--- src/rtl/acc_nbit_burst.sv ---
// Burst accumulator: sums COUNT operands through a ripple-carry adder built from
// 1-bit full adders, tracks a sticky carry-out flag and hands the total over valid/ready.

module FA_1bit (
  input  logic a,
  input  logic b,
  input  logic cin,
  output logic s,
  output logic cout
);
  assign s    = a ^ b ^ cin;
  assign cout = (a & b) | (a & cin) | (b & cin);
endmodule

module FA_nbit_Using_1bit_FA #(
  parameter int unsigned WIDTH = 8
) (
  input  logic [WIDTH-1:0] in1,
  input  logic [WIDTH-1:0] in2,
  input  logic             Cin,
  output logic [WIDTH-1:0] Sum,
  output logic             Cout
);
  logic [WIDTH:0] w_c;

  assign w_c[0] = Cin;
  assign Cout   = w_c[WIDTH];

  // one full-adder slice per bit, carry rippling upward
  for (genvar g = 0; g < WIDTH; g++) begin : g_bit
    FA_1bit u_fa (
      .a    (in1[g]),
      .b    (in2[g]),
      .cin  (w_c[g]),
      .s    (Sum[g]),
      .cout (w_c[g+1])
    );
  end
endmodule

module acc_nbit_burst #(
  parameter int unsigned WIDTH = 8,
  parameter int unsigned COUNT = 4
) (
  input  logic             clk,
  input  logic             rst_n,
  input  logic             clear,
  input  logic             in_valid,
  output logic             in_ready,
  input  logic [WIDTH-1:0] in_data,
  output logic             out_valid,
  input  logic             out_ready,
  output logic [WIDTH-1:0] acc_sum,
  output logic             acc_ovf,
  output logic             busy
);
  localparam int unsigned CW = $clog2(COUNT + 1);
  localparam logic [CW-1:0] LAST = CW'(COUNT - 1);

  localparam logic [0:0] S_ACCUM = 1'b0;
  localparam logic [0:0] S_DONE  = 1'b1;

  logic [0:0]       r_state;
  logic [CW-1:0]    r_cnt;
  logic [WIDTH-1:0] r_sum;
  logic             r_ovf;

  logic [WIDTH-1:0] w_sum;
  logic             w_cout;

  FA_nbit_Using_1bit_FA #(.WIDTH(WIDTH)) u_add (
    .in1  (r_sum),
    .in2  (in_data),
    .Cin  (1'b0),
    .Sum  (w_sum),
    .Cout (w_cout)
  );

  always_ff @(posedge clk or negedge rst_n) begin
    if (!rst_n) begin
      r_state <= S_ACCUM;
      r_cnt   <= '0;
      r_sum   <= '0;
      r_ovf   <= 1'b0;
    end else if (clear) begin
      // abort beats any same-cycle accept or delivery
      r_state <= S_ACCUM;
      r_cnt   <= '0;
      r_sum   <= '0;
      r_ovf   <= 1'b0;
    end else begin
      case (r_state)
        S_ACCUM: begin
          if (in_valid) begin
            r_sum <= w_sum;
            r_ovf <= r_ovf | w_cout;
            r_cnt <= r_cnt + 1'b1;
            if (r_cnt == LAST) r_state <= S_DONE;
          end
        end
        S_DONE: begin
          if (out_ready) begin
            r_state <= S_ACCUM;
            r_cnt   <= '0;
            r_sum   <= '0;
            r_ovf   <= 1'b0;
          end
        end
        default: r_state <= S_ACCUM;
      endcase
    end
  end

  // handshake outputs depend on state only
  assign in_ready  = (r_state == S_ACCUM);
  assign out_valid = (r_state == S_DONE);
  assign acc_sum   = r_sum;
  assign acc_ovf   = r_ovf;
  assign busy      = (r_cnt != '0) || (r_state == S_DONE);

endmodule

--- config.mk ---
export PLATFORM = sky130hd
export DESIGN_NAME = acc_nbit_burst
export DESIGN_NICKNAME = d
export VERILOG_FILES = /design/src/rtl/acc_nbit_burst.sv
export SDC_FILE = /design/constraint.sdc
export NUM_CORES = 1
export LEC_CHECK = 0
export CORE_ASPECT_RATIO = 1.1
export CORE_MARGIN = 5
export CORE_UTILIZATION = 35
export DETAILED_ROUTE_END_ITERATION = 12
export PLACE_DENSITY = 0.64
export SLEW_MARGIN = 20
export SYNTH_ARGS = -nofsm -noshare
export SYNTH_HDL_FRONTEND = slang
export SYNTH_HIERARCHICAL = 1
export SYNTH_SLANG_ARGS = --single-unit
--- constraint.sdc ---
create_clock -name clk -period 10.4 [get_ports clk]
set_input_delay 2.08 -clock clk [delete_from_list [all_inputs] [get_ports clk]]
set_output_delay 2.08 -clock clk [all_outputs]
set_load 0.01 [all_outputs]
==> results.toml, run 1 <==
[clock_network]
clk_path_buf_depth = 2
cts_tree = "built"
root_buffer = "clkbuf_4"
cts_resized = 0
cts_buffers = 3
cts_hold_buf = 0
cts_sinks = 13
clock_latency_ns = 0.27
cts_htree_levels = 1
clkTransAtPathRegs_ns = 0.08
cts_setup_buffers = 0

[global_route]
antenna_found_initial = 0
overflow = 0
grt_max_degree = 14
grt_usage_pct = 13.1
grt_pass1_wl_um = 2930
first_global_vias = 615

[floorplan]
dieArea_mm2 = 0.00319
die_w_um = 54.3
die_y_um = 58.7
io_pins = 25
rows = 17
start_util_pct = 37.0
core_area_mm2 = 0.00204

[final_layout]
register_area_um2 = 325
syn_to_final_growth_pct = 38.7
insertedDiodeCount = 0
drive_above_1_share_pct = 6.52
stdcell_count = 120
nets = 117
multiInputGateArea_um2 = 407
fillers = 202

[synth]
synth.yosys.seq_area_share_pct = 43.0
syn_nets = 90
ys_ff_latch = 13
synth_warnings = 6
synth_area_um2 = 756
avgSynthCellArea_um2 = 11.5
synth_cells = 66
synthDistinctLibCells = 21

[setup_path]
crit_buf_inv = 1
cp_num_cells = 11
worstRegToRegCells = 10
end_kind = "flip-flop"
worst_path_max_delay_cell = "fa_1"
cp_max_fo = 1
crit_chain = "clkdlybuf4s50_1 -> fa_1 -> fa_1 -> fa_1 -> fa_1 -> fa_1 -> fa_1 -> fa_1 -> fa_1 -> a22oi_1 -> nor2_1"
cpMostUsedCell = "fa_1"
critical_path_class = "input port to flip-flop"
crit_required_ns = 10.54
cp.arrival_ns = 5.95
startpoint_type = "input port"
crit_path_max_incr_delay_ns = 0.44
critPathTopFamily = "adder cells"

[route]
drtAntennaViolNets = 0
viasPerCell = 4.88
drtPass1Iterations = 4
wl_per_cell_um = 13.4
drtIter0Drc = 11
routed_wl_um = 1600
vias = 585
drcViolationCount = 0

[sta]
setup-violations-final = 0
finalSetupTns_ns = 0
rsz0062_at_grt = "false"
min_period_over_period_pct = 55.9
relSlewSlack_pct = 47.8
drv_slew = 0
skew_ns = 0.00105
fin_ws_ns = 4.59
max_freq_mhz = 172
min_period_ns = 5.81
hold_violations = 0
worstMarginPinSlew_ns = 0.782

[pwr]
vdd_drop_max_mv = 0.0684
p_leak_uw = 0.000454
pwr_density_cell_mw_per_mm2 = 129
finalPower_uw = 135

[outcome]
run_status = "finished clean"

[place]
dpl_worst_slack_ns = 4.33
place_hpwl_um = 1230
port_buffers = 24
place_congestion = 0.780
dp_cells = 116

[job]
drv_cap = 0

[hold_path]
min_path_cells = 2
hp-class = "flip-flop to flip-flop"
[tightest hold or removal path, delay by kind of cell, from the launching register on]
family / cells / cell delay, ns
AND/OR/NAND/NOR: 1 / 0.08
AO/OA/AOI/OAI: 1 / 0.07
flip-flops: 1 / 0.35
[cell families after synthesis]
| group | count (synthesis) | share of synthesized area [%] |
|---|---|---|
| and+or+nand+nor | 20 | 11.4 |
| AOI/OAI and AO/OA | 13 | 12.4 |
| DFF | 13 | 43.0 |
| adders and majority gates | 11 | 26.2 |
| buffers and inverters | 6 | 3.14 |
| muxes | 2 | 3.31 |
| other | 1 | 0.496 |
[layout make-up]
class                           count  share of cell area, %
Timing Repair Buffer               24                   22.9
Multi-Input combinational cell     47                   38.8
Sequential cell                    13                   31.0
Tap cell                           28                   3.34
Inverter                            4                   1.43
Clock buffer                        4                   2.51
[worst paths after layout]
path / slack [ns] / start / endpoint
min: 0.54 / acc_ovf$_DFFE_PN0P_ / acc_ovf$_DFFE_PN0P_
min in group asynchronous: 2.17 / rst_n / r_cnt[1]$_DFFE_PN0P_
max reg2reg: 6.38 / acc_sum[0]$_DFFE_PN0P_ / acc_sum[7]$_DFFE_PN0P_
max: 4.59 / in_data[0] / acc_sum[7]$_DFFE_PN0P_
max in group asynchronous: 7.85 / rst_n / out_valid$_DFF_PN0_
min reg2reg: 0.54 / acc_ovf$_DFFE_PN0P_ / acc_ovf$_DFFE_PN0P_
[power breakdown]
part	internal [uW]	leakage [uW]	switching [uW]
Clock	14.8	0.0000150	16.2
Sequential	55.7	0.000174	5.47
Combinational	24.3	0.000266	18.3
[registers in the layout, summed over array words and instances, names as in the netlist]
| signal | cells |
|---|---|
| r_cnt | 3 |
| acc_ovf | 1 |
| out_valid | 1 |
| acc_sum | 8 |
[cell usage after synthesis]
cell type,count,area [um2]
dfrtp_1,13,325
nor2_1,12,45.0
a22oi_1,9,67.6
fa_1,8,160
ha_1,3,37.5
inv_1,3,11.3
nand2_1,3,11.3
a21oi_1,2,10.0
a2bb2oi_1,1,8.76
buf_2,1,5.00
clkbuf_1,1,3.75
conb_1,1,3.75
inv_2,1,3.75
mux2_2,1,11.3
mux2i_2,1,13.8
nand3_1,1,5.00
nand3b_1,1,7.51
nor2b_1,1,6.26
nor3_1,1,5.00
o211ai_1,1,7.51
or3_1,1,6.26
[metrics by stage]
stage	hold WS, ns	utilization [%]	cell area [um2]
2_1_floorplan	0.517	-	756
3_3_place_gp	0.517	50.1	1020
3_5_place_dp	0.522	50.1	1020
4_1_cts	0.546	51.3	1050
5_1_grt	0.610	51.3	1050
6_report	0.542	51.3	1050
[metal layers]
metal	global-route usage [%]	share of wire (%)	up-vias
li1	-	-	276
met1	18.8	44	290
met2	17.1	48	17
met3	2.53	5.2	2
met4	9.61	2.5	0
met5	0	0	-
[cell usage in the layout, fill, tap and decap left out]
cell	synthesis	layout
clkdlybuf4s50_1	0	24
nand3_1	1	1
ha_1	3	3
a21oi_1	2	2
fa_1	8	8
nand3b_1	1	1
dfrtp_1	13	13
nor2b_1	1	1
clkbuf_1	1	1
inv_1	3	3
nor2_1	12	12
clkbuf_4	0	3
a22oi_1	9	9
o211ai_1	1	1
nor3_1	1	1
inv_2	1	1
mux2i_2	1	1
or3_1	1	1
mux2_2	1	1
a2bb2oi_1	1	1
nand2_1	3	3
conb_1	1	1
Power figures use the tool's default switching activity.
==> run 2, diff against run 1 <==
--- a/config.mk
+++ b/config.mk
@@ -9,7 +9,7 @@
 export CORE_MARGIN = 5
 export CORE_UTILIZATION = 35
 export DETAILED_ROUTE_END_ITERATION = 12
-export PLACE_DENSITY = 0.64
+export PLACE_DENSITY = 0.66
 export SLEW_MARGIN = 20
 export SYNTH_ARGS = -nofsm -noshare
 export SYNTH_HDL_FRONTEND = slang
==> constraint.sdc (replaced) <==
create_clock -name clk -period 5.3 [get_ports clk]
set_input_delay 1.06 -clock clk [delete_from_list [all_inputs] [get_ports clk]]
set_output_delay 1.06 -clock clk [all_outputs]
set_load 0.01 [all_outputs]
==> run 2 against run 1 <==
  * Clock-buffer cell count unchanged
  * Sequential share of layout area unchanged
  * Die area unchanged
  * Utilization unchanged
  * Final cell count unchanged
  * Non-clock buffer count unchanged
  * Setup slack got worse by 4.1 ns
  * Combinational power increased by 99%
  * Critical path depth unchanged
  * Via count increased by 3.4%
  * Flip-flop and latch count unchanged
==> results.toml, run 2 (same netlist as run 1, synthesis figures left out) <==
[sta]
drv_slew = 0
rsz0062_at_grt = "false"
skew_ns = 0.00192
max_freq_mhz = 209
relSlewSlack_pct = 45.0
hold_violations = 0
min_period_over_period_pct = 90.3
worstMarginPinSlew_ns = 0.823
finalSetupTns_ns = 0
setup-violations-final = 0
min_period_ns = 4.79

[job]
drv_cap = 0

[pwr]
p_leak_uw = 0.000454
vdd_drop_max_mv = 0.134
pwr_density_cell_mw_per_mm2 = 252

[setup_path]
cp_max_fo = 1
reg2reg_from = "acc_sum[0]$_DFFE_PN0P_"
reg2reg_slack_ns = 1.28
end_kind = "flip-flop"
crit_start = "in_data[0]"
worstRegToRegCells = 10
r2r-end = "acc_sum[7]$_DFFE_PN0P_"
startpoint_type = "input port"
crit_path_end = "acc_sum[7]$_DFFE_PN0P_"
cp.arrival_ns = 4.92
crit_required_ns = 5.44
critical_path_class = "input port to flip-flop"

[route]
viasPerCell = 5.04
drtPass1Iterations = 4
wl_per_cell_um = 13.8
drtAntennaViolNets = 0
vias = 605
drtIter0Drc = 10
drcViolationCount = 0
routed_wl_um = 1660

[clock_network]
cts_hold_buf = 0
cts_resized = 0
cts_sinks = 13
root_buffer = "clkbuf_4"
cts_setup_buffers = 0
cts_tree = "built"
cts_htree_levels = 1
cts_buffers = 3
clkTransAtPathRegs_ns = 0.08
clk_path_buf_depth = 2
clock_latency_ns = 0.27

[final_layout]
finish.utilization_pct = 51.3
nets = 117
fillers = 214
largest_reg_flops = 8
drive_above_1_share_pct = 6.52
stdcell_count = 120
most-common-layout-cells = "clkdlybuf4s50_1 (24), dfrtp_1 (13), nor2_1 (12)"
final_common_cell = "clkdlybuf4s50_1"
syn_to_final_growth_pct = 38.7
insertedDiodeCount = 0

[global_route]
first_global_vias = 647
overflow = 0
grt_max_degree = 14
grt_pass1_wl_um = 2810
grt_usage_pct = 11.7
antenna_found_initial = 0

[place]
place_congestion = 0.676
port_buffers = 24
dp_cells = 116
place_hpwl_um = 1310

[floorplan]
io_pins = 25
core_area_mm2 = 0.00204
die_y_um = 58.7
rows = 17
dieArea_mm2 = 0.00319
die_w_um = 54.3
start_util_pct = 37.0

[outcome]
run_status = "finished clean"

[hold_path]
hp-class = "flip-flop to flip-flop"
min_path_cells = 2
run 2: how the worst min path moves through the flow:
stage,from,slack (ns),endpoint
6_report,acc_ovf$_DFFE_PN0P_,0.54,acc_ovf$_DFFE_PN0P_
5_1_grt,r_cnt[1]$_DFFE_PN0P_,0.61,r_cnt[1]$_DFFE_PN0P_
4_1_cts,acc_ovf$_DFFE_PN0P_,0.55,acc_ovf$_DFFE_PN0P_
3_5_place_dp,acc_ovf$_DFFE_PN0P_,0.53,acc_ovf$_DFFE_PN0P_
3_3_place_gp,acc_ovf$_DFFE_PN0P_,0.52,acc_ovf$_DFFE_PN0P_
2_1_floorplan,r_cnt[1]$_DFFE_PN0P_,0.52,r_cnt[1]$_DFFE_PN0P_
run 2: area by class of cell:
type / instances / area, um2 / share of cell area (%)
clock buffers: 4 / 26.3 / 2.51
inverters: 4 / 15.0 / 1.43
multi-input cells: 47 / 407 / 38.8
flip-flops and latches: 13 / 325 / 31.0
well taps: 28 / 35.0 / 3.34
repair buffers: 24 / 240 / 22.9
run 2: power by group:
group | internal, uW | total, uW | switching (uW)
Combinational | 48.2 | 84.7 | 36.5
Sequential | 109 | 120 | 10.9
Clock | 29.1 | 59.3 | 30.2
Total | 187 | 264 | 77.6
run 2: stage by stage:
stage | instance area [um2] | hold slack [ns] | worst slack, ns | power, uW
2_1_floorplan | 756 | 0.517 | 0.805 | 164
3_3_place_gp | 1020 | 0.516 | 0.287 | 206
3_5_place_dp | 1020 | 0.531 | 0.180 | 209
4_1_cts | 1050 | 0.554 | 0.488 | 270
5_1_grt | 1050 | 0.611 | 0.308 | 285
6_report | 1050 | 0.542 | 0.514 | 264
run 2: layer usage:
| metal | global-route usage, % | wire [um] | vias up |
|---|---|---|---|
| li1 | - | - | 277 |
| met1 | 15.2 | 686 | 311 |
| met2 | 19.8 | 868 | 17 |
| met3 | 2.03 | 105 | 0 |
| met4 | 3.20 | 0 | 0 |
| met5 | 0 | 0 | - |
run 2: critical path, cell delays in order:
cell and delay (ns):
clkdlybuf4s50_1 0.42, fa_1 0.43, fa_1 0.39, fa_1 0.39, fa_1 0.39, fa_1 0.39
fa_1 0.39, fa_1 0.39, fa_1 0.44, a22oi_1 0.18, nor2_1 0.05
